## src/rtl/mips_dev_pkg.sv

```systemverilog
// Shared MIPS device definitions: bridge slot bases, timer register map,
// CTRL bit positions, MODE encodings and timer FSM state encoding.
package mips_dev_pkg;

  localparam logic [31:0] TMR_SLOT1_BASE = 32'h0000_7f00;
  localparam logic [31:0] TMR_SLOT2_BASE = 32'h0000_7f10;

  localparam logic [1:0] REG_CTRL   = 2'd0;
  localparam logic [1:0] REG_PRESET = 2'd1;
  localparam logic [1:0] REG_COUNT  = 2'd2;

  localparam int CTRL_EN = 0;
  localparam int CTRL_MODE_LO = 1;
  localparam int CTRL_MODE_HI = 2;
  localparam int CTRL_IM = 3;

  localparam logic [1:0] MODE_ONESHOT = 2'b00;
  localparam logic [1:0] MODE_RELOAD  = 2'b01;

  typedef enum logic [1:0] {
    ST_IDLE = 2'd0,
    ST_LOAD = 2'd1,
    ST_CNT  = 2'd2,
    ST_INT  = 2'd3
  } tmr_state_e;

endpackage

```

## src/rtl/mips_timer_prescaler.sv

```systemverilog
// Count-enable divider for mips_timer: tick is high one clk in every DIV.
// clr restarts the division so a fresh CTRL write gets a full period.
module mips_timer_prescaler #(
  parameter int unsigned DIV = 4
) (
  input  logic clk,
  input  logic reset_n,
  input  logic clr,
  output logic tick
);

  localparam logic [15:0] LAST = 16'(DIV - 1);

  logic [15:0] cnt_q;
  logic [15:0] cnt_d;

  assign tick = (cnt_q == LAST);

  always_comb begin
    cnt_d = cnt_q + 16'd1;
    if (clr || tick) cnt_d = '0;
  end

  always_ff @(posedge clk or negedge reset_n) begin
    if (!reset_n) cnt_q <= '0;
    else          cnt_q <= cnt_d;
  end

endmodule

```

## src/rtl/mips_timer.sv

```systemverilog
// Programmable countdown timer slot (CTRL/PRESET/COUNT), one-shot or reload.
// Define MIPS_TIMER_PRESCALE_EN to advance the FSM every PRESCALE_DIV clocks.
module mips_timer
  import mips_dev_pkg::*;
#(
  parameter int unsigned PRESCALE_DIV = 4
) (
  input  logic        clk,
  input  logic        reset_n,
  input  logic [31:2] Addr,
  input  logic        WE,
  input  logic [31:0] Din,
  output logic [31:0] Dout,
  output logic        IRQ
);

  logic [3:0]  ctrl_q, ctrl_d;
  logic [31:0] preset_q, preset_d;
  logic [31:0] count_q, count_d;
  logic        irq_q, irq_d;
  tmr_state_e  state_q, state_d;

  logic ctrl_wr;
  logic preset_wr;
  logic tick;
  logic reload;

  wire unused_addr = ^Addr[31:4];

  assign ctrl_wr   = WE && (Addr[3:2] == REG_CTRL);
  assign preset_wr = WE && (Addr[3:2] == REG_PRESET);
  assign reload    = (ctrl_q[CTRL_MODE_HI:CTRL_MODE_LO] == MODE_RELOAD);

`ifdef MIPS_TIMER_PRESCALE_EN
  mips_timer_prescaler #(
    .DIV (PRESCALE_DIV)
  ) u_prescaler (
    .clk     (clk),
    .reset_n (reset_n),
    .clr     (ctrl_wr),
    .tick    (tick)
  );
`else
  localparam int unsigned UNUSED_DIV = PRESCALE_DIV;
  assign tick = 1'b1;
`endif

  always_comb begin
    ctrl_d   = ctrl_q;
    preset_d = preset_q;
    count_d  = count_q;
    irq_d    = irq_q;
    state_d  = state_q;
    if (tick) begin
      unique case (state_q)
        ST_IDLE: begin
          if (ctrl_q[CTRL_EN]) state_d = ST_LOAD;
        end
        ST_LOAD: begin
          count_d = preset_q;
          state_d = ST_CNT;
        end
        ST_CNT: begin
          if (!ctrl_q[CTRL_EN]) begin
            state_d = ST_IDLE;
          end else if (count_q > 32'd1) begin
            count_d = count_q - 32'd1;
          end else begin
            count_d = '0;
            irq_d   = 1'b1;
            state_d = ST_INT;
          end
        end
        ST_INT: begin
          if (reload) begin
            irq_d   = 1'b0;
            state_d = ST_LOAD;
          end else begin
            ctrl_d[CTRL_EN] = 1'b0;
            state_d = ST_IDLE;
          end
        end
        default: state_d = ST_IDLE;
      endcase
    end
    // Bus writes take priority over anything the FSM did this edge.
    if (ctrl_wr) begin
      ctrl_d = Din[3:0];
      irq_d  = 1'b0;
    end
    if (preset_wr) preset_d = Din;
  end

  always_ff @(posedge clk or negedge reset_n) begin
    if (!reset_n) begin
      ctrl_q   <= '0;
      preset_q <= '0;
      count_q  <= '0;
      irq_q    <= 1'b0;
      state_q  <= ST_IDLE;
    end else begin
      ctrl_q   <= ctrl_d;
      preset_q <= preset_d;
      count_q  <= count_d;
      irq_q    <= irq_d;
      state_q  <= state_d;
    end
  end

  always_comb begin
    Dout = '0;
    unique case (Addr[3:2])
      REG_CTRL:   Dout = {28'd0, ctrl_q};
      REG_PRESET: Dout = preset_q;
      REG_COUNT:  Dout = count_q;
      default:    Dout = '0;
    endcase
  end

  assign IRQ = irq_q & ctrl_q[CTRL_IM];

endmodule

```

## config.mk

```make
export PLATFORM = sky130hd
export DESIGN_NAME = mips_timer
export DESIGN_NICKNAME = d
export VERILOG_FILES = /design/src/rtl/mips_dev_pkg.sv /design/src/rtl/mips_timer_prescaler.sv /design/src/rtl/mips_timer.sv
export SDC_FILE = /design/constraint.sdc
export NUM_CORES = 1
export LEC_CHECK = 0
export CAP_MARGIN = 15
export CORE_MARGIN = 10
export CORE_UTILIZATION = 69
export DETAILED_ROUTE_END_ITERATION = 12
export DONT_BUFFER_PORTS = 1
export MAX_ROUTING_LAYER = met4
export PLACE_DENSITY = 0.84
export SYNTH_ARGS = -nofsm -noshare
export SYNTH_HDL_FRONTEND = slang
export SYNTH_SLANG_ARGS = --single-unit
```

## constraint.sdc

```tcl
create_clock -name clk -period 5.7 [get_ports clk]
set_clock_uncertainty 0.1 [all_clocks]
set_input_delay 0.57 -clock clk [delete_from_list [all_inputs] [get_ports clk]]
set_output_delay 0.57 -clock clk [all_outputs]
set_load 0.05 [all_outputs]
```

# Word-level counts from Yosys, hierarchy flattened
# Index checks and enable logic that the tools add are counted.
dict set report op_classes {
  add_sub_neg 1
  mux 17
  n_reduce_logical 11
  n_bitwise 1
  n_eq_ne 13
  order_cmp 1
}
# operator count
set ops {}
lappend ops {{$pmux W32 S3} 1}
lappend ops {{$mux W32} 2}
lappend ops {{$pmux W32 S2} 1}
lappend ops {{$gt A32 B1 Y1 const B} 1}
lappend ops {{$sub A32 B1 Y32 const B} 1}
lappend ops {{$ne A3 B3 Y1 const B} 4}
lappend ops {{$mux W1} 8}
lappend ops {{$pmux W2 S4} 1}
lappend ops {{$eq A2 B1 Y1 const B} 3}
lappend ops {{$eq A2 B2 Y1 const B} 3}
lappend ops {{$mux W2} 3}
lappend ops {{$ne A2 B2 Y1 const B} 3}
lappend ops {{$reduce_and A2 Y1} 3}
lappend ops {{$logic_not A2 Y1} 2}
lappend ops {{$reduce_and A4 Y1} 1}
lappend ops {{$reduce_bool A2 Y1} 2}
lappend ops {{$reduce_bool A3 Y1} 1}
lappend ops {{$logic_and A1 B1 Y1} 2}
lappend ops {{$pmux W1 S2} 1}
lappend ops {{$and A1 B1 Y1} 1}
dict set report word_totals {
  in_bits 65
  output_inout_bits 33
  regBits 71
  word_cells 50
}

# Logic depth before layout (Yosys ltp)
dict set report logic_depth {
  word_depth 5
  ltp_mapped 9
  ltp_nobuf 7
}

# Least setup slack after synthesis
# Ideal clock, no wire load.
dict set report synth_timing {
  kind {input-to-output}
  start {input port Addr[3] (netlist name)}
  end {output port Dout[10]}
  slack_ps 2993
  required_time_ps 5030
  path_buffers 3
  arrival_time_ps 2037
  path_stages 5
  cell_sequence {clkbuf_1 nor2b_1 clkbuf_1 buf_1 a22o_1}
}
dict set report synth_between {
  elab_chain_len 2
  word_cells_on_any_way 4
  cone_classes {2 x eq/ne; 1 x mux; 1 x reduce/logical}
}
# element line_no
set synth_lines {}
lappend synth_lines {{start: declaration} mips_timer.sv:10} ;# input logic [31:2] Addr,
lappend synth_lines {{$eq A2 B2 Y1 (tied with other cells)} mips_timer.sv:112} ;# unique case (Addr[3:2])
lappend synth_lines {{$pmux W32 S3 *} mips_timer.sv:112}
lappend synth_lines {{end: declaration} mips_timer.sv:13} ;# output logic [31:0] Dout,
# Every way passes the cells marked *; elsewhere a longest branch is shown, timed or not.

# Final worst setup path
dict set report layout_timing {
  start {input port Addr[2] (netlist name)}
  end {output port Dout[2]}
}
# Same word-level chain as after synthesis.

==> summary.md <==
| Metric | Value |
|---|---|
| Run status | finished, violations left |
| Failing checks | negative hold slack |
| Fill count | between 400 and 500 |
| Row cnt | 27 |
| Root buffer cell | clkbuf_8 |
| Drt via density | about 7.5 |
| Post-synthesis sequential area ratio | around 44% |
| Post-synth EDFFs | 0 |
| Most frequent cell after synthesis | dfrtp_1 |
| Total routed wirelength | around 10,000 um |
| Synth top cells by count | 71 x dfrtp_1, 34 x mux2_2, 32 x a22o_1 |
| Final setup fails | 0 |
| I/O pin total | 98 |
| Async set-reset flop share out of synthesis | between 90% and 100% |
| Synth area leader | dfrtp_1 |
| Routed Antenna Nets | 0 |
| Syn-to-layout area delta | 5.79% |
| Mapped Avg Cell Area | between 10 and 15 um^2 |
| Worst Setup Start Kind | input pin |
| Global Route met2 Usage | roughly a third |
| Tightest slew margin relative to the limit | about 27% |
| Post-Syn Nets | ~470 |
| Gr usage total | 23.3% |
| Final GP Congestion | about 0.93 |
| Final net count | between 400 and 500 |
| Share of layout cells above drive strength 1 | 16.7% |
| Yosys top cell area share | ~44% |
| Crit. End Element | output port |
| CTS H-tree lvls | 3 |
| Setup_tns | 0 ns |
| Vias in the first global route | about 3,200 |
| Busiest layer in global routing | met2 |
| Fmax | approximately 360 MHz |
| Post-synth cell types | 54 |
| Leakage dissipation | between 1.5 and 2 nW |
| RSZ-0062 raised after global routing | no |
| Top cells by area, synth | dfrtp_1 44%, mux2_2 9.5%, a22o_1 7.0%, a221o_1 3.0%, nand2_1 2.7% |
| Die area | approximately 0.0093 mm^2 |
| Worst skew pair latency | 0.36 ns |
| Mapped Cells | ~400 |
| Worst Reg2Reg Path Length in Cells | 7 |
| Critical path depth in cells | 4 |
| Bufs and invs on worst path | 1 |
| Top FF cell, synth | dfrtp_1 |
| Final cell utilization of the core | around 76% |
| Iteration-0 DRC Markers | roughly 360 |
| Worst EP required | just over 5 ns |
| Inserted Clock Buffers | 9 |
| Grt met3 use | 6.23% |
| Hold_ws | -0.0290 ns |
| Synth Cell Area | approximately 0.0040 mm^2 |
| Critical path arrival | about 2.1 ns |
| Warnings from Yosys | 0 |
| DP Wirelength | a little under 7000 um |
| Design area | 0.00425 mm^2 |
| Initial antenna violation count | 0 |
| Max Root-Sink Buffers | 2 |
| Placed cell areas | roughly 0.0040 mm^2 |
| Power density cells | a little over 500 mW/mm^2 |
| TritonCTS Sinks | a little over 70 |
| Top delay family on crit path | simple AND/OR/NAND/NOR gates |
| Grt met1 use | 30.2% |
| Max cap viols | 0 |
| Pre-CTS setup slack | between 2 and 3 ns |
| Die width | 96.3 um |
| Total number of vias | between 3,000 and 4,000 |
| Drt first pass iters | 4 |
| Largest net degree at the start of global routing | 72 |
| Global-route wire length before repair | between 15,000 and 20,000 um |
| ANT cells | 0 |
| Slew Viols, Final | 0 |
| CP Cell Sequence | nor2b_2 > buf_4 > nand2_1 > o21ai_1 |
| Worst Setup Slack, final | 2.89 ns |
| Worst-Margin Slew | 1.09 ns |
| Minimum clock period | 2.81 ns |
| Crit-path max FO | 18 |
| Total gr overflow | 0 |
| R2R Setup Slk | slightly below 3 ns |
| Synth Register Bits | 71 |
| Hold Crit Class | input pin to asynchronous set/reset pin |
| Fin. Hold Viols | 9 |
| Port Buffers | 0 |
| Worst vdd ir | ~0.00026 V |
| DR WL/cell | around 22 um |
| CP Class | input pin to output port |
| Die height | just under 100 um |
| Crit-path slowest cell | nor2b_2 |
| Core ar. | between 0.005 and 0.006 mm^2 |
| TritonCTS clock tree | yes |
| Tcrit/Tclk final | around half |
| Largest stage delay on the critical path | between 0.6 and 0.7 ns |
| Drt drc | 0 |
| Clock slew at reported path FFs | ~0.07 ns |
| Initial Util | around 70% |
[routing by layer]
layer  part of all wire (%)  wire (um)
met2                     46       4750
met1                     42       4330
met5                      0          0
met3                     10       1040
met4                    2.1        216
[state kept, by name, indices dropped and copies added, names as in the netlist]
signal / flops
count_q: 32
state_q: 2
preset_q: 32
irq_q: 1
ctrl_q: 4
[layout by cell type, fill, tap and decap left out, types with 9 or more instances in the layout]
cell type,instances
dfrtp_1,71
mux2_2,34
a22o_1,32
nand2_1,29
nor3_1,17
o21ai_0,15
nand3_1,14
a21oi_1,13
clkbuf_8,13
a221o_1,12
nor2_1,11
or3_1,9
[final timing paths]
kind                              from          end
setup / recovery               Addr[2]      Dout[2]
hold / removal                 reset_n  preset_q[4]
setup reg to reg            count_q[1]  count_q[24]
hold reg to reg            preset_q[8]   count_q[8]
max in group asynchronous      reset_n   state_q[0]
min in group clk                Din[5]  preset_q[5]
[where the power goes]
part / internal [W] / switching, W
Sequential: 0.000675 / 0.000259
Combinational: 0.000330 / 0.000551
Clock: 0.000201 / 0.000178
[metrics by stage]
| step | power [W] | cells | hold slack [ns] |
|---|---|---|---|
| finish | 0.00219 | 461 | -0.0290 |
| global route | 0.00232 | 461 | 0.00994 |
| CTS | 0.00218 | 460 | 0.0115 |
| detailed placement | 0.00179 | 445 | 0.177 |
| global placement | 0.00175 | 445 | 0.177 |
| floorplan | 0.00160 | 399 | 0.174 |
[kinds of logic (layout without fill, tap and decap cells)]
group,Yosys count,count (layout),synth area share (%)
buf+inv,40,30,4.23
mux,38,38,10.5
compound gates,126,126,23.8
flops,71,71,44.2
fa+ha+maj,2,2,0.622
simple gates,122,122,16.6
[worst register-to-register path, cell delays in order (launching register included)]
cell and delay [ns]:
dfrtp_1 0.43, inv_1 0.12, ha_1 0.24, or3b_1 0.53, nor3_1 0.57, nand2_1 0.24
or3_1 0.36, nand4_1 0.11
[area by class of cell]
type,count,area [um^2],area share (%)
inverters,8,30.0,0.706
clock buffers,14,183,4.30
multi-input cells,288,2090,49.0
repair buffers,8,87.6,2.06
flip-flops and latches,71,1780,41.8
well taps,72,90.1,2.12
[what timing repair did]
item	4_1_cts	5_1_grt
hold buffers	1	0
endpoints found under the hold margin	71	0
gates resized for setup	0	0
setup buffers	0	0
No activity file was read; power rests on OpenSTA's default activity.
==> RTL edit (config.mk and constraints unchanged) <==
The package constant `CTRL_MODE_HI` goes from 2 to 1.
--- a/src/rtl/mips_dev_pkg.sv
+++ b/src/rtl/mips_dev_pkg.sv
@@ -13,3 +13,3 @@
   localparam int CTRL_MODE_LO = 1;
-  localparam int CTRL_MODE_HI = 2;
+  localparam int CTRL_MODE_HI = 1;
   localparam int CTRL_IM = 3;
Function: changed (Yosys sat finds a counterexample within 10 cycles, from zero or initial values and one cycle with reset_n low).
==> RTL edit against the unedited design <==
- the flow still finishes with violations (negative hold slack)
- routed wire length shrank 3.0%
- design area is 2.1% lower
- global-route usage is 0.25 points higher
- synthesized area fell by 2.1%
- power barely moved
- worst setup slack worse by 0.35 ns
- non-clock buffer count fell by 1
- sequential share of layout area grew 0.89 points
- sequential cell count unchanged
- die area is 1.7% lower
- sequential power down 4.5%
- critical path depth rose by 1
- critical path type is now flip-flop to flip-flop
- critical endpoint is now count_q[13]$_DFFE_PN0P_
==> RTL edit: results (changes against the unedited design) <==
| Metric | Value |
|---|---|
| Hold-fix buffers, CTS | `1 (unchanged)` |
| Clock Pin Slew Worst Setup and Hold Paths | `0.07 ns (about the same)` |
| Vias in the first global route | `3274 (+1.8%)` |
| Final weighted congestion in routability-driven placement | `0.912 (-2.2%)` |
| Capturing point of the worst reg2reg path | `count_q[13]$_DFFE_PN0P_` |
| Final Power | `0.00220 W (about the same)` |
| Sequential power | `0.000892 W (-4.5%)` |
| Leak pwr | `1.64 nW (-2.2%)` |
| Max layer used | `met4` |
| DR vias | `3225 (-6.4%)` |
| Root Buffer | `clkbuf_8` |
| Routed wire length | `10.0 mm (-3.0%)` |
| Dpl cell area | `3930 um2 (-2.5%)` |
| Fraction of registers with async set/reset | `1.00 (unchanged)` |
| Post-Syn Nets | `446 (-4.3%)` |
| Share of layout cells above drive strength 1 | `0.195 (+0.0275)` |
| Post-synthesis compound-gate area fraction | `0.240 (+0.00229)` |
| Met2 WL post-DR | `4.78 mm (+0.78%)` |
| Top flop regs | `count_q: 32 flops, preset_q: 32 flops, ctrl_q: 4 flops` |
| Least-Margin Pin Slew | `1.07 ns (-0.0124 ns)` |
| Crit path from | `state_q[1]$_DFFE_PN0P_` |
| Layout Nets | `432 (-4.6%)` |
| Placed Cells | `424 (-4.7%)` |
| Resized Gates After CTS | `0 (unchanged)` |
| Count of cell types in the netlist | `55 (+1.9%)` |
| DP Wirelength | `6.64 mm (-3.8%)` |
| CTS buffer count | `9 (unchanged)` |
| 1st-iter DRT viols | `233 (-35%)` |
| Top cells by area, synth | `dfrtp_1 45%, mux2_2 10%, a22o_1 6.9%` |
| Hold Vio Cnt, Final | `4 (-5)` |
| Worst IR Drop VDD | `0.325 mV (+23%)` |
| 1st-pass router iterations | `5 (+1)` |
| Mux cell area share after synthesis | `0.110 (+0.00514)` |
| Critical setup path kind | `flip-flop to flip-flop` |
| Hold_ws | `-0.00844 ns (+0.0206 ns)` |
| M1 WL | `4.14 mm (-4.2%)` |
| Switch share | `0.452 (+0.00120)` |
| Reg2reg setup slack | `2.54 ns (-0.38 ns)` |
| Clock Power Share | `0.180 (+0.007)` |
| Sequential-to-total area share from yosys stat | `0.452 (+0.00956)` |
| DR WL met3 | `861 um (-17%)` |
| Worst-case reg-to-reg path depth | `5 (-2)` |
| Mapped Cells | `379 (-5.0%)` |
| CP Max Fanout | `16 (-2)` |
| Post-Synth Adder-Cell Area | `0.00636 (+0.000135)` |
| Failing checks | `negative hold slack` |
| Finished Layout Cells | `442 (-4.1%)` |
| Run status | `complete, but fails checks` |
| Overall Global Routing Usage | `0.235 (+0.00250)` |
| Post-synth top cells | `71 x dfrtp_1, 35 x mux2_2, 31 x a22o_1` |
==> RTL edit: layout make-up <==
class                           instances  area, um2
Fill cell                             382       1340
Tap cell                               72       90.1
Inverter                                8       30.0
Multi-Input combinational cell        268       1990
Sequential cell                        71       1780
Timing Repair Buffer                    7       80.1
Clock buffer                           14        183
Clock inverter                          2       12.5
==> RTL edit: worst max-delay path, stage by stage, from the launching register on <==
cell     delay, ns
dfrtp_1       0.50
nor2b_1       0.89
a21oi_2       0.14
inv_1         0.40
nand2_1       0.52
o41ai_1       0.49
==> RTL edit: per-stage QoR <==
stage	setup WS [ns]	utilization	hold slack (ns)
global route	2.32	0.756	0.0124
finish	2.54	0.756	-0.00844
global placement	2.73	0.713	0.178
detailed placement	2.64	0.713	0.177
floorplan	2.96	-	0.174
CTS	2.64	0.753	0.00947
==> RTL edit: how the worst min path moves through the flow <==
stage          depth (start not counted)  slack (ns)     from                       end
2_1_floorplan                          0        0.17  reset_n    count_q[0]$_DFFE_PN0P_
3_3_place_gp                           0        0.18  reset_n   preset_q[3]$_DFFE_PN0P_
3_5_place_dp                           0        0.18  reset_n   preset_q[3]$_DFFE_PN0P_
4_1_cts                                1       0.009  reset_n  preset_q[28]$_DFFE_PN0P_
5_1_grt                                1        0.01  reset_n         irq_q$_DFFE_PN0P_
6_report                               1      -0.008  reset_n   preset_q[3]$_DFFE_PN0P_
==> RTL edit: metal layers <==
metal | vias up | track usage
met2 | 153 | 0.347
met4 | 0 | 0.111
met1 | 1593 | 0.291
met5 | - | -
met3 | 25 | 0.0707
li1 | 1454 | -
